`src/rtl/seq_mult_if.sv`:
```
// seq_mult_if: operand/result handshake bundle for seq_mult_unit.
// Ports: in_valid/in_ready + multiplicand/multiplier/signed_mode (request),
//        out_valid/out_ready + product (response), busy (status).
interface seq_mult_if #(
  parameter int WIDTH = 16
);
  logic                   in_valid;
  logic                   in_ready;
  logic [WIDTH-1:0]       multiplicand;
  logic [WIDTH-1:0]       multiplier;
  logic                   signed_mode;
  logic                   out_valid;
  logic                   out_ready;
  logic [2*WIDTH-1:0]     product;
  logic                   busy;

  // Requester / consumer side.
  modport master (
    output in_valid, multiplicand, multiplier, signed_mode, out_ready,
    input  in_ready, out_valid, product, busy
  );

  // Multiplier unit side.
  modport slave (
    input  in_valid, multiplicand, multiplier, signed_mode, out_ready,
    output in_ready, out_valid, product, busy
  );
endinterface

```
`src/rtl/seq_mult_unit.sv`:
```
// seq_mult_unit: shift-and-add multiplier, one multiplier bit per cycle.
// Latency: out_valid rises WIDTH+1 edges after the accept edge (load + WIDTH iterations).
// Backpressure: product held in DONE until out_ready; in_ready low while CALC/DONE.
// Ports: clk, reset (sync, active-high), bus (seq_mult_if.slave).
// Optional: define SEQ_MULT_SIGNED_EN to honour signed_mode (two's complement
// operands via magnitude multiply + conditional negate); otherwise signed_mode
// is ignored and every operation is unsigned.
module seq_mult_unit #(
  parameter int WIDTH = 16
) (
  input  logic      clk,
  input  logic      reset,
  seq_mult_if.slave bus
);

  localparam int CW = $clog2(WIDTH) + 1;

  localparam logic [1:0] S_IDLE = 2'd0;
  localparam logic [1:0] S_CALC = 2'd1;
  localparam logic [1:0] S_DONE = 2'd2;

  logic [1:0]         state_q,   state_d;
  logic [WIDTH-1:0]   mcand_q,   mcand_d;
  logic [WIDTH-1:0]   mplier_q,  mplier_d;
  logic [2*WIDTH-1:0] acc_q,     acc_d;
  logic [2*WIDTH-1:0] product_q, product_d;
  logic [CW-1:0]      cnt_q,     cnt_d;
  logic               neg_q,     neg_d;

  logic               a_neg, b_neg;
  logic [WIDTH-1:0]   a_mag, b_mag;
  logic [WIDTH:0]     sum;
  logic [2*WIDTH-1:0] acc_next;

`ifdef SEQ_MULT_SIGNED_EN
  assign a_neg = bus.signed_mode & bus.multiplicand[WIDTH-1];
  assign b_neg = bus.signed_mode & bus.multiplier[WIDTH-1];
`else
  logic unused_signed_mode;
  assign unused_signed_mode = bus.signed_mode;
  assign a_neg = 1'b0;
  assign b_neg = 1'b0;
`endif

  // Negating -2^(WIDTH-1) wraps back to 2^(WIDTH-1), which read as unsigned
  // is exactly the required magnitude.
  assign a_mag = a_neg ? ({WIDTH{1'b0}} - bus.multiplicand) : bus.multiplicand;
  assign b_mag = b_neg ? ({WIDTH{1'b0}} - bus.multiplier)   : bus.multiplier;

  // Add into the upper half keeping the carry, then shift {carry, acc} right.
  // The bit shifted out of the bottom is dropped.
  assign sum      = {1'b0, acc_q[2*WIDTH-1:WIDTH]}
                  + (mplier_q[0] ? {1'b0, mcand_q} : {(WIDTH+1){1'b0}});
  assign acc_next = {sum, acc_q[WIDTH-1:1]};

  logic unused_acc_lsb;
  assign unused_acc_lsb = acc_q[0];

  always_comb begin
    state_d   = state_q;
    mcand_d   = mcand_q;
    mplier_d  = mplier_q;
    acc_d     = acc_q;
    product_d = product_q;
    cnt_d     = cnt_q;
    neg_d     = neg_q;

    case (state_q)
      S_IDLE: begin
        if (bus.in_valid) begin
          mcand_d  = a_mag;
          mplier_d = b_mag;
          neg_d    = a_neg ^ b_neg;
          acc_d    = '0;
          cnt_d    = '0;
          state_d  = S_CALC;
        end
      end
      S_CALC: begin
        acc_d    = acc_next;
        mplier_d = mplier_q >> 1;
        cnt_d    = cnt_q + 1'b1;
        // Last iteration: result is final, publish it as DONE is entered.
        if (cnt_q == CW'(WIDTH - 1)) begin
          state_d   = S_DONE;
          product_d = neg_q ? ({(2*WIDTH){1'b0}} - acc_next) : acc_next;
        end
      end
      S_DONE: begin
        if (bus.out_ready) begin
          state_d = S_IDLE;
        end
      end
      default: begin
        state_d = S_IDLE;
      end
    endcase
  end

  always_ff @(posedge clk) begin
    if (reset) begin
      state_q   <= S_IDLE;
      mcand_q   <= '0;
      mplier_q  <= '0;
      acc_q     <= '0;
      product_q <= '0;
      cnt_q     <= '0;
      neg_q     <= 1'b0;
    end else begin
      state_q   <= state_d;
      mcand_q   <= mcand_d;
      mplier_q  <= mplier_d;
      acc_q     <= acc_d;
      product_q <= product_d;
      cnt_q     <= cnt_d;
      neg_q     <= neg_d;
    end
  end

  assign bus.in_ready  = (state_q == S_IDLE);
  assign bus.out_valid = (state_q == S_DONE);
  assign bus.busy      = (state_q == S_CALC) || (state_q == S_DONE);
  assign bus.product   = product_q;

endmodule

```
`src/flat_wrapper.sv`:
```
// flat-port wrapper written by rule: the top's interface ports become plain ports
module seq_mult_unit_flat 
#(
  parameter int WIDTH = 16
)
  (clk, reset, bus_in_valid, bus_multiplicand, bus_multiplier, bus_signed_mode, bus_out_ready, bus_in_ready, bus_out_valid, bus_product, bus_busy);
  seq_mult_if #(.WIDTH(WIDTH)) bus_i ();
  input  logic clk;
  input  logic reset;
  input wire logic [$bits(bus_i.in_valid)-1:0] bus_in_valid;
  input wire logic [$bits(bus_i.multiplicand)-1:0] bus_multiplicand;
  input wire logic [$bits(bus_i.multiplier)-1:0] bus_multiplier;
  input wire logic [$bits(bus_i.signed_mode)-1:0] bus_signed_mode;
  input wire logic [$bits(bus_i.out_ready)-1:0] bus_out_ready;
  output wire logic [$bits(bus_i.in_ready)-1:0] bus_in_ready;
  output wire logic [$bits(bus_i.out_valid)-1:0] bus_out_valid;
  output wire logic [$bits(bus_i.product)-1:0] bus_product;
  output wire logic [$bits(bus_i.busy)-1:0] bus_busy;
  assign bus_i.in_valid = bus_in_valid;
  assign bus_i.multiplicand = bus_multiplicand;
  assign bus_i.multiplier = bus_multiplier;
  assign bus_i.signed_mode = bus_signed_mode;
  assign bus_i.out_ready = bus_out_ready;
  assign bus_in_ready = bus_i.in_ready;
  assign bus_out_valid = bus_i.out_valid;
  assign bus_product = bus_i.product;
  assign bus_busy = bus_i.busy;
  seq_mult_unit #(.WIDTH(WIDTH)) u_core (.clk(clk), .reset(reset), .bus(bus_i));
endmodule
```
`config.mk`:
```
export PLATFORM = sky130hd
export DESIGN_NAME = seq_mult_unit_flat
export DESIGN_NICKNAME = d
export VERILOG_FILES = /design/src/rtl/seq_mult_if.sv /design/src/rtl/seq_mult_unit.sv /design/src/flat_wrapper.sv
export SDC_FILE = /design/constraint.sdc
export NUM_CORES = 1
export LEC_CHECK = 0
export BUFFER_PORTS_ARGS = -buffer_cell sky130_fd_sc_hd__buf_2
export CAP_MARGIN = 5
export CORE_ASPECT_RATIO = 2
export CORE_MARGIN = 2
export CORE_UTILIZATION = 45
export CTS_CLUSTER_SIZE = 28
export DETAILED_ROUTE_END_ITERATION = 8
export GPL_ROUTABILITY_DRIVEN = 0
export PLACE_DENSITY_LB_ADDON = 0.15
export SYNTH_ARGS = -nofsm -noshare
export SYNTH_HDL_FRONTEND = slang
export SYNTH_SLANG_ARGS = --single-unit
export TNS_END_PERCENT = 5
```
`constraint.sdc`:
```
create_clock -name clk -period 4.44 [get_ports clk]
set_input_delay 0.222 -clock clk [delete_from_list [all_inputs] [get_ports clk]]
set_output_delay 0.222 -clock clk [all_outputs]
set_load 0.005 [all_outputs]
```
# Yosys cells after proc, flatten, opt, wreduce, memory -nomap -nowiden
# Cells that the tools add are included.
[totals] reg_bits=103 elab_cells=32 input_bits=37 out_inout_bits=35
[op_classes] reduce_logical=7 n_eq_ne=6 mux=11 n_addsub=2
[ops] cell="one-hot mux 32 bit (2 select lines)" n=1
[ops] cell="two-way mux 16 bit" n=2
[ops] cell="two-way mux 32 bit" n=1
[ops] cell="one-hot mux 16 bit (2 select lines)" n=1
[ops] cell="adder 16 x 17 -> 17 bit" n=1
[ops] cell="one-hot mux 5 bit (2 select lines)" n=1
[ops] cell="two-way mux 2 bit" n=3
[ops] cell="one-hot mux 2 bit (3 select lines)" n=1
[ops] cell="AND reduction 2 bit" n=3
[ops] cell="adder 5 x 1 -> 5 bit, second input constant" n=1
[ops] cell="equality test 5 x 4 -> 1 bit, second input constant" n=1
[ops] cell="two-way mux 5 bit" n=1
[ops] cell="inequality test 2 bit, second input constant" n=2
[ops] cell="AND reduction 3 bit" n=1
[ops] cell="equality test 2 x 1 -> 1 bit, second input constant" n=1
[ops] cell="equality test 2 bit, second input constant" n=1
[ops] cell="zero test 2 bit" n=1
[ops] cell="inequality test 2 x 1 -> 1 bit, second input constant" n=1
[ops] cell="nonzero test 2 bit" n=1
[ops] cell="logical OR 1 bit" n=1

# Depth between registers and ports, before layout
# Gate-level depths: netlist (run 1).
[logic_depth] word_depth=3 mapped_depth=10

# Worst setup path before layout (run 1)
# Ideal clock, no wire load.
[synth_timing] kind="reg-to-reg" from="register u_core.mplier_q[0]" to="register u_core.acc_q[29]" path_slack_ps=1862 path_stages_with_launch=11 arrival_ps=2462 path_buffers=1 required_ps=4324 period_less_slack_ps=2578 path_cell_list="dfxtp_1 > clkbuf_1 > and2_1 > ha_1 > fa_1 > a21oi_1 > o211ai_1 > a21oi_1 > a21oi_1 > or3_1 > a31o_2"
[synth_via] elab_chain_cells=3
[synth_lines] element="start, declared" line_no="seq_mult_unit.sv:24" rtl="logic [WIDTH-1:0] mplier_q, mplier_d;"
[synth_lines] element="start signal, assigned" line_no="seq_mult_unit.sv:112" rtl="mplier_q <= mplier_d;"
[synth_lines] element="two-way mux 16 bit" line_no="seq_mult_unit.sv:53" rtl="+ (mplier_q[0] ? {1'b0, mcand_q} : {(WIDTH+1){1'b0}});"
[synth_lines] element="adder 16 x 17 -> 17 bit" line_no="seq_mult_unit.sv:53"
[synth_lines] element="one-hot mux 32 bit (2 select lines)" line_no="seq_mult_unit.sv:68" rtl="case (state_q)"
[synth_lines] element="end signal, assigned" line_no="seq_mult_unit.sv:105" rtl="acc_q <= '0;"
[synth_lines] element="end signal, assigned" line_no="seq_mult_unit.sv:113" rtl="acc_q <= acc_d;"
[synth_lines] element="end, declared" line_no="seq_mult_unit.sv:25" rtl="logic [2*WIDTH-1:0] acc_q, acc_d;"
# Every way passes these cells.
# A chain may end at the register's enable or synchronous reset.

# Final worst setup path (run 1)
# Ends and elaborated chain as after synthesis.

==> results of run 1 <==
## where the power goes
part | internal (uW) | switching, uW
registers | 1010 | 61.7
logic | 224 | 406
clock network | 513 | 350
## kinds of logic (layout without fill, tap and decap cells)
| logic type | after synthesis | after routing | share of synthesized area (%) |
|---|---|---|---|
| flip-flops | 102 | 102 | 43.4 |
| XOR/XNOR | 11 | 11 | 2.05 |
| multiplexers | 18 | 18 | 3.83 |
| AO/OA/AOI/OAI | 152 | 152 | 21.3 |
| AND/OR/NAND/NOR | 203 | 203 | 19.2 |
| adder cells (fa/ha/maj) | 22 | 22 | 6.02 |
| buffers and inverters | 49 | 101 | 4.18 |
## Yosys cell counts, types with 5 or more instances
| cell type | number |
|---|---|
| dfxtp_1 | 102 |
| nand2_1 | 94 |
| a21oi_1 | 59 |
| nor2_1 | 54 |
| clkbuf_1 | 32 |
| a22oi_1 | 21 |
| ha_1 | 21 |
| and2_1 | 19 |
| mux2i_1 | 18 |
| a211oi_1 | 16 |
| o21ai_0 | 11 |
| inv_1 | 10 |
| a21o_1 | 8 |
| a22o_1 | 7 |
| nand3_1 | 7 |
| and3_1 | 6 |
| nor3_1 | 6 |
| xnor2_1 | 6 |
| a31oi_1 | 5 |
| o211ai_1 | 5 |
| xor2_1 | 5 |
## registers in the layout, summed over array words and instances, names as in the netlist
register,cells
u_core.mcand_q,16
u_core.mplier_q,16
u_core.acc_q,31
u_core.state_q,2
u_core.cnt_q,5
u_core.bus.product,32
## layer usage
layer | vias up | share of wire [%]
met5 | - | 0
met4 | 0 | 3.6
met3 | 27 | 4.4
met2 | 105 | 54
met1 | 1962 | 38
li1 | 2053 | -
## tightest hold or removal path, cell delays in order
cell and delay, ps:
buf_2 90, nand2_1 40, a21oi_1 50
## worst paths after layout
kind	from	end	slack, ps
min reg2reg	u_core.mcand_q[15]	u_core.mcand_q[15]	450
max reg2reg	u_core.mplier_q[0]	u_core.acc_q[29]	1450
min	bus_multiplicand[9]	u_core.mcand_q[9]	100
max	u_core.mplier_q[0]	u_core.acc_q[29]	1450
## area by class of cell
| class | instances | area [um^2] |
|---|---|---|
| Timing Repair Buffer | 75 | 388 |
| Sequential cell | 102 | 2040 |
| Inverter | 10 | 37.5 |
| Multi-Input combinational cell | 406 | 2470 |
| Tap cell | 135 | 169 |
| Clock buffer | 10 | 239 |
| Fill cell | 1021 | 4710 |
| Clock inverter | 6 | 91.3 |
## through the flow
| step | setup WS (ps) | std cells | hold slack [ps] | utilization (%) | instance area, um^2 |
|---|---|---|---|---|---|
| 6_report | 1450 | 744 | 104 | 53.6 | 5440 |
| 3_5_place_dp | 1510 | 728 | 443 | 50.3 | 5110 |
| 3_3_place_gp | 1550 | 728 | 441 | 50.3 | 5110 |
| 2_1_floorplan | 1860 | 557 | 358 | - | 4700 |
| 5_1_grt | 1160 | 744 | 102 | 53.6 | 5440 |
| 4_1_cts | 1490 | 744 | 97.2 | 53.6 | 5440 |
==> impl_metrics.toml, run 1 <==
[status]
outcome = "completed"

[timing]
setup_tns_ps = 0
skew_ps = 7.14
finalMaxSlewViolations = 0
min_period_ps = 2990
fmax_mhz = 334
rsz0062_at_grt = "false"
tightest_slew_ps = 1220
setup_viol = 0
post-route-period-util_pct = 67.4
max-slew-margin-rel_pct = 18.4
hold_viol = 0

[logic_synthesis]
yosysUniqueCellTypes = 51
synth_area_mm2 = 0.00470
syn_area_per_cell_um2 = 8.44
synth_edf_count = 0
async_flop_share_pct = 0
ys_seq_area_share_pct = 43.4
synth_area_leaders = "dfxtp_1 43%, nand2_1 7.5%, a21oi_1 6.3%"
netlist.area_leader.share_pct = 43.4
synthCells = 557
ys.flop_type = "dfxtp_1"
synth-seq-cells = 102
yosysWarnings = 0
syn_nets = 616
synth_top_area_cell = "dfxtp_1"

[global_routing]
grt_usage_pct = 20.2
gr-usage-met1_pct = 20.4
antenna_found_initial = 0
grt_overflow = 0
grt_pass1_wl_um = 18400
grt_use_met2_pct = 37.9
grt_pass1_vias = 3913
grtUsageMet3_pct = 4.92
busiest_layer = "met2"
grt_max_degree = 62

[finish]
syn_to_final_growth_pct = 15.7
antenna_cells = 0
nNetsFinal = 663
layout-drive-gt1-share_pct = 16.4
layout_commonest_cell = "dfxtp_1"
mostFrequentLayoutCells = "102 x dfxtp_1, 94 x nand2_1, 70 x buf_2, 58 x a21oi_1, 54 x nor2_1"

[setup_path]
crit_path_cell_trace = "and2_1 -> ha_1 -> fa_1 -> a21oi_1 -> o211ai_1 -> a21oi_1 -> a21oi_1 -> or3_1 -> a31o_2"
endpoint_kind = "register"
critical_path_required_ps = 4690
critical_path_class = "register to register"
crit_path_max_incr_delay_ps = 470
worstPathMaxFanout = 17
cp-start-kind = "register"
slowest_stage = "dfxtp_1"
crit_top_cell = "a21oi_1"
critPathArrivalTime_ps = 3240
path_buf_inv = 0
cp_top_family = "compound AO/OA/AOI/OAI gates"
worst_r2r_path_depth = 9
critical_path_depth = 9

[clock_tree]
cts_buffer_depth = 2
post-cts-setup-buffer-count = 0
cts_root_buf = "clkbuf_16"
numCtsBuffers = 9
ctsResizeCount = 0
clk_latency_ps = 350
htree_levels = 3
hold_buffers = 0
clock-sinks = 102
cts_tree = "yes"
clk_pin_slew_ps = 70

[power]
p_leak_uw = 0.00233
finalPower_uw = 2560
powerDensity_mw_per_mm2 = 472
vdd_drop_max_v = 0.000362

[detailed_routing]
wl_um = 11100
drtAntennaViolNets = 0
post-route-drc-count = 0
drtIter0Drc = 239
avgViaCountPerCell = 5.57
routedWlPerCell_um = 14.9
dr.pass1.iters = 4
vias = 4147

[hold_path]
min_path_type = "primary input to register"
min_path_cells = 3

[die]
dieHeight_um = 149
ios = 72
die_area_mm2 = 0.0113
start_util_pct = 46.3
fp.coreArea_mm2 = 0.0101
num_rows = 52
die_x_um = 76.3

[placed_design]
portBuffers = 70
dp_hpwl_um = 7890

[run]
max_cap_viol_count = 0
Note: power is estimated with default switching activity, not from simulation.
==> inputs of run 2 (changes only) <==
- clock period: 4.44 -> 2.7 ns (I/O delays scaled with it)
==> run 2 against run 1 <==
Die area unchanged. Clock-buffer cell count rose by 1. Sequential share of layout area decreased by 1.2 points. Clock skew shrank 0.76 ps. Critical endpoint unchanged. Largest power group unchanged. First-iteration DRC count down 25%. Wire length rose by 4.6%. Final area is 3.4% higher. Critical path depth unchanged. Clock power up 48%. Largest cell class unchanged.
==> impl_metrics.toml, run 2 (synthesized netlist as in run 1, its figures left out) <==
[status]
outcome = "completed"

[timing]
finalMaxSlewViolations = 0
fmax_mhz = 390
post-route-period-util_pct = 94.9
hold_viol = 0
rsz0062_at_grt = "false"
setup_slack_ps = 139
tightest_slew_ps = 1240
setup_tns_ps = 0
skew_ps = 6.37
min_period_ps = 2560
max-slew-margin-rel_pct = 17.1
setup_viol = 0

[clock_tree]
clock-sinks = 102
clk_latency_ps = 350
numCtsBuffers = 9
cts_root_buf = "clkbuf_16"
clk_pin_slew_ps = 70
post-cts-setup-buffer-count = 0
cts_buffer_depth = 2
htree_levels = 3
cts_tree = "yes"

[die]
die_x_um = 76.3
num_rows = 52
dieHeight_um = 149
start_util_pct = 46.3
die_area_mm2 = 0.0113
ios = 72
fp.coreArea_mm2 = 0.0101

[placed_design]
dp_hpwl_um = 8470
dp.cells = 754
place_ws_ps = 25.2
dpl_cell_area_mm2 = 0.00533
portBuffers = 70

[power]
p_leak_uw = 0.00245
vdd_drop_max_v = 0.000545
finalPower_uw = 4180
powerDensity_mw_per_mm2 = 744

[setup_path]
path_buf_inv = 0
critical_path_required_ps = 2940
worst_r2r_path_depth = 9
critical_path_depth = 9
critPathArrivalTime_ps = 2800
crit_path_max_incr_delay_ps = 420
endpoint_kind = "register"
slowest_stage = "fa_1"
crit_top_cell = "a21oi_1"
cp_top_family = "compound AO/OA/AOI/OAI gates"
cp-start-kind = "register"
worstPathMaxFanout = 9
critical_path_class = "register to register"
crit_path_cell_trace = "and2_1 -> ha_1 -> fa_1 -> a21oi_2 -> o211ai_1 -> a21oi_1 -> a21oi_1 -> or3_1 -> a31o_2"

[finish]
mostFrequentLayoutCells = "101 x dfxtp_1, 94 x nand2_1, 70 x buf_2, 57 x a21oi_1, 54 x nor2_1"
largest_reg_flops = 32
layout_commonest_cell = "dfxtp_1"
area.sequential_mm2 = 0.00204
layout-drive-gt1-share_pct = 19.8
syn_to_final_growth_pct = 19.6
final_area_mm2 = 0.00562
fillerInstances = 998
multi_input_area_mm2 = 0.00247
nNetsFinal = 689
antenna_cells = 0
final_cells = 770

[detailed_routing]
vias = 4177
routedWlPerCell_um = 15.0
post-route-drc-count = 0
wl_um = 11600
avgViaCountPerCell = 5.42
dr.pass1.iters = 4
drtAntennaViolNets = 0
drtIter0Drc = 179

[hold_path]
min_path_type = "primary input to register"
min_path_cells = 3

[global_routing]
grt_pass1_wl_um = 19000
antenna_found_initial = 0
grt_pass1_vias = 4128
grt_usage_pct = 20.9
grt_overflow = 0
grt_max_degree = 96

[run]
max_cap_viol_count = 0
-- run 2: cell count changes in the layout (fill, tap and decap cells not counted), sizes merged --
cell / delta
clkinv: +1
inv: -1
buf: +26
bufinv: -1
clkbuf: +1
-- run 2: worst paths after layout --
kind	from	end	slack [ps]
worst max-delay path	u_core.mplier_q[0]	u_core.acc_q[29]	140
worst min-delay path	bus_multiplicand[8]	u_core.mcand_q[8]	20
worst max register to register	u_core.mplier_q[0]	u_core.acc_q[29]	140
worst min register to register	u_core.mcand_q[0]	u_core.mcand_q[0]	450
-- run 2: metrics by stage --
step / hold WS [ps] / util, %
after floorplan: 271 / -
after global placement: 380 / 52.5
after global routing: 19.9 / 55.4
after CTS: 14.6 / 55.3
after detailed placement: 383 / 52.5
final: 15.1 / 55.4
-- run 2: tightest hold or removal path, stage by stage --
cell and delay, ps:
buf_2 90, nand2_1 40, a21oi_1 50
-- run 2: metal layers --
metal	vias up	GRT usage, %	wire length (um)
met2	85	40.2	6510
met5	-	0	0
li1	2109	-	-
met1	1959	20.7	4280
met4	0	10.8	420
met3	24	4.00	348
-- run 2: report_power, final --
| part | total (uW) | switching, uW | internal [uW] | leakage [uW] |
|---|---|---|---|---|
| Sequential | 1750 | 93.5 | 1660 | 0.000828 |
| Combinational | 1150 | 699 | 448 | 0.00148 |
| Clock | 1280 | 561 | 721 | 0.000144 |
| Total | 4180 | 1350 | 2830 | 0.00245 |
-- run 2: final cells by class --
type,count,area share [%]
well taps,135,3.00
flip-flops and latches,102,36.3
multi-input cells,406,44.0
inverters,10,0.668
clock inverters,5,1.02
clock buffers,11,4.14
repair buffers,101,10.8
-- run 2: what timing repair did --
item	CTS	global route
resized for setup	0	2
hold buffers	0	0
setup endpoints to repair	0	7
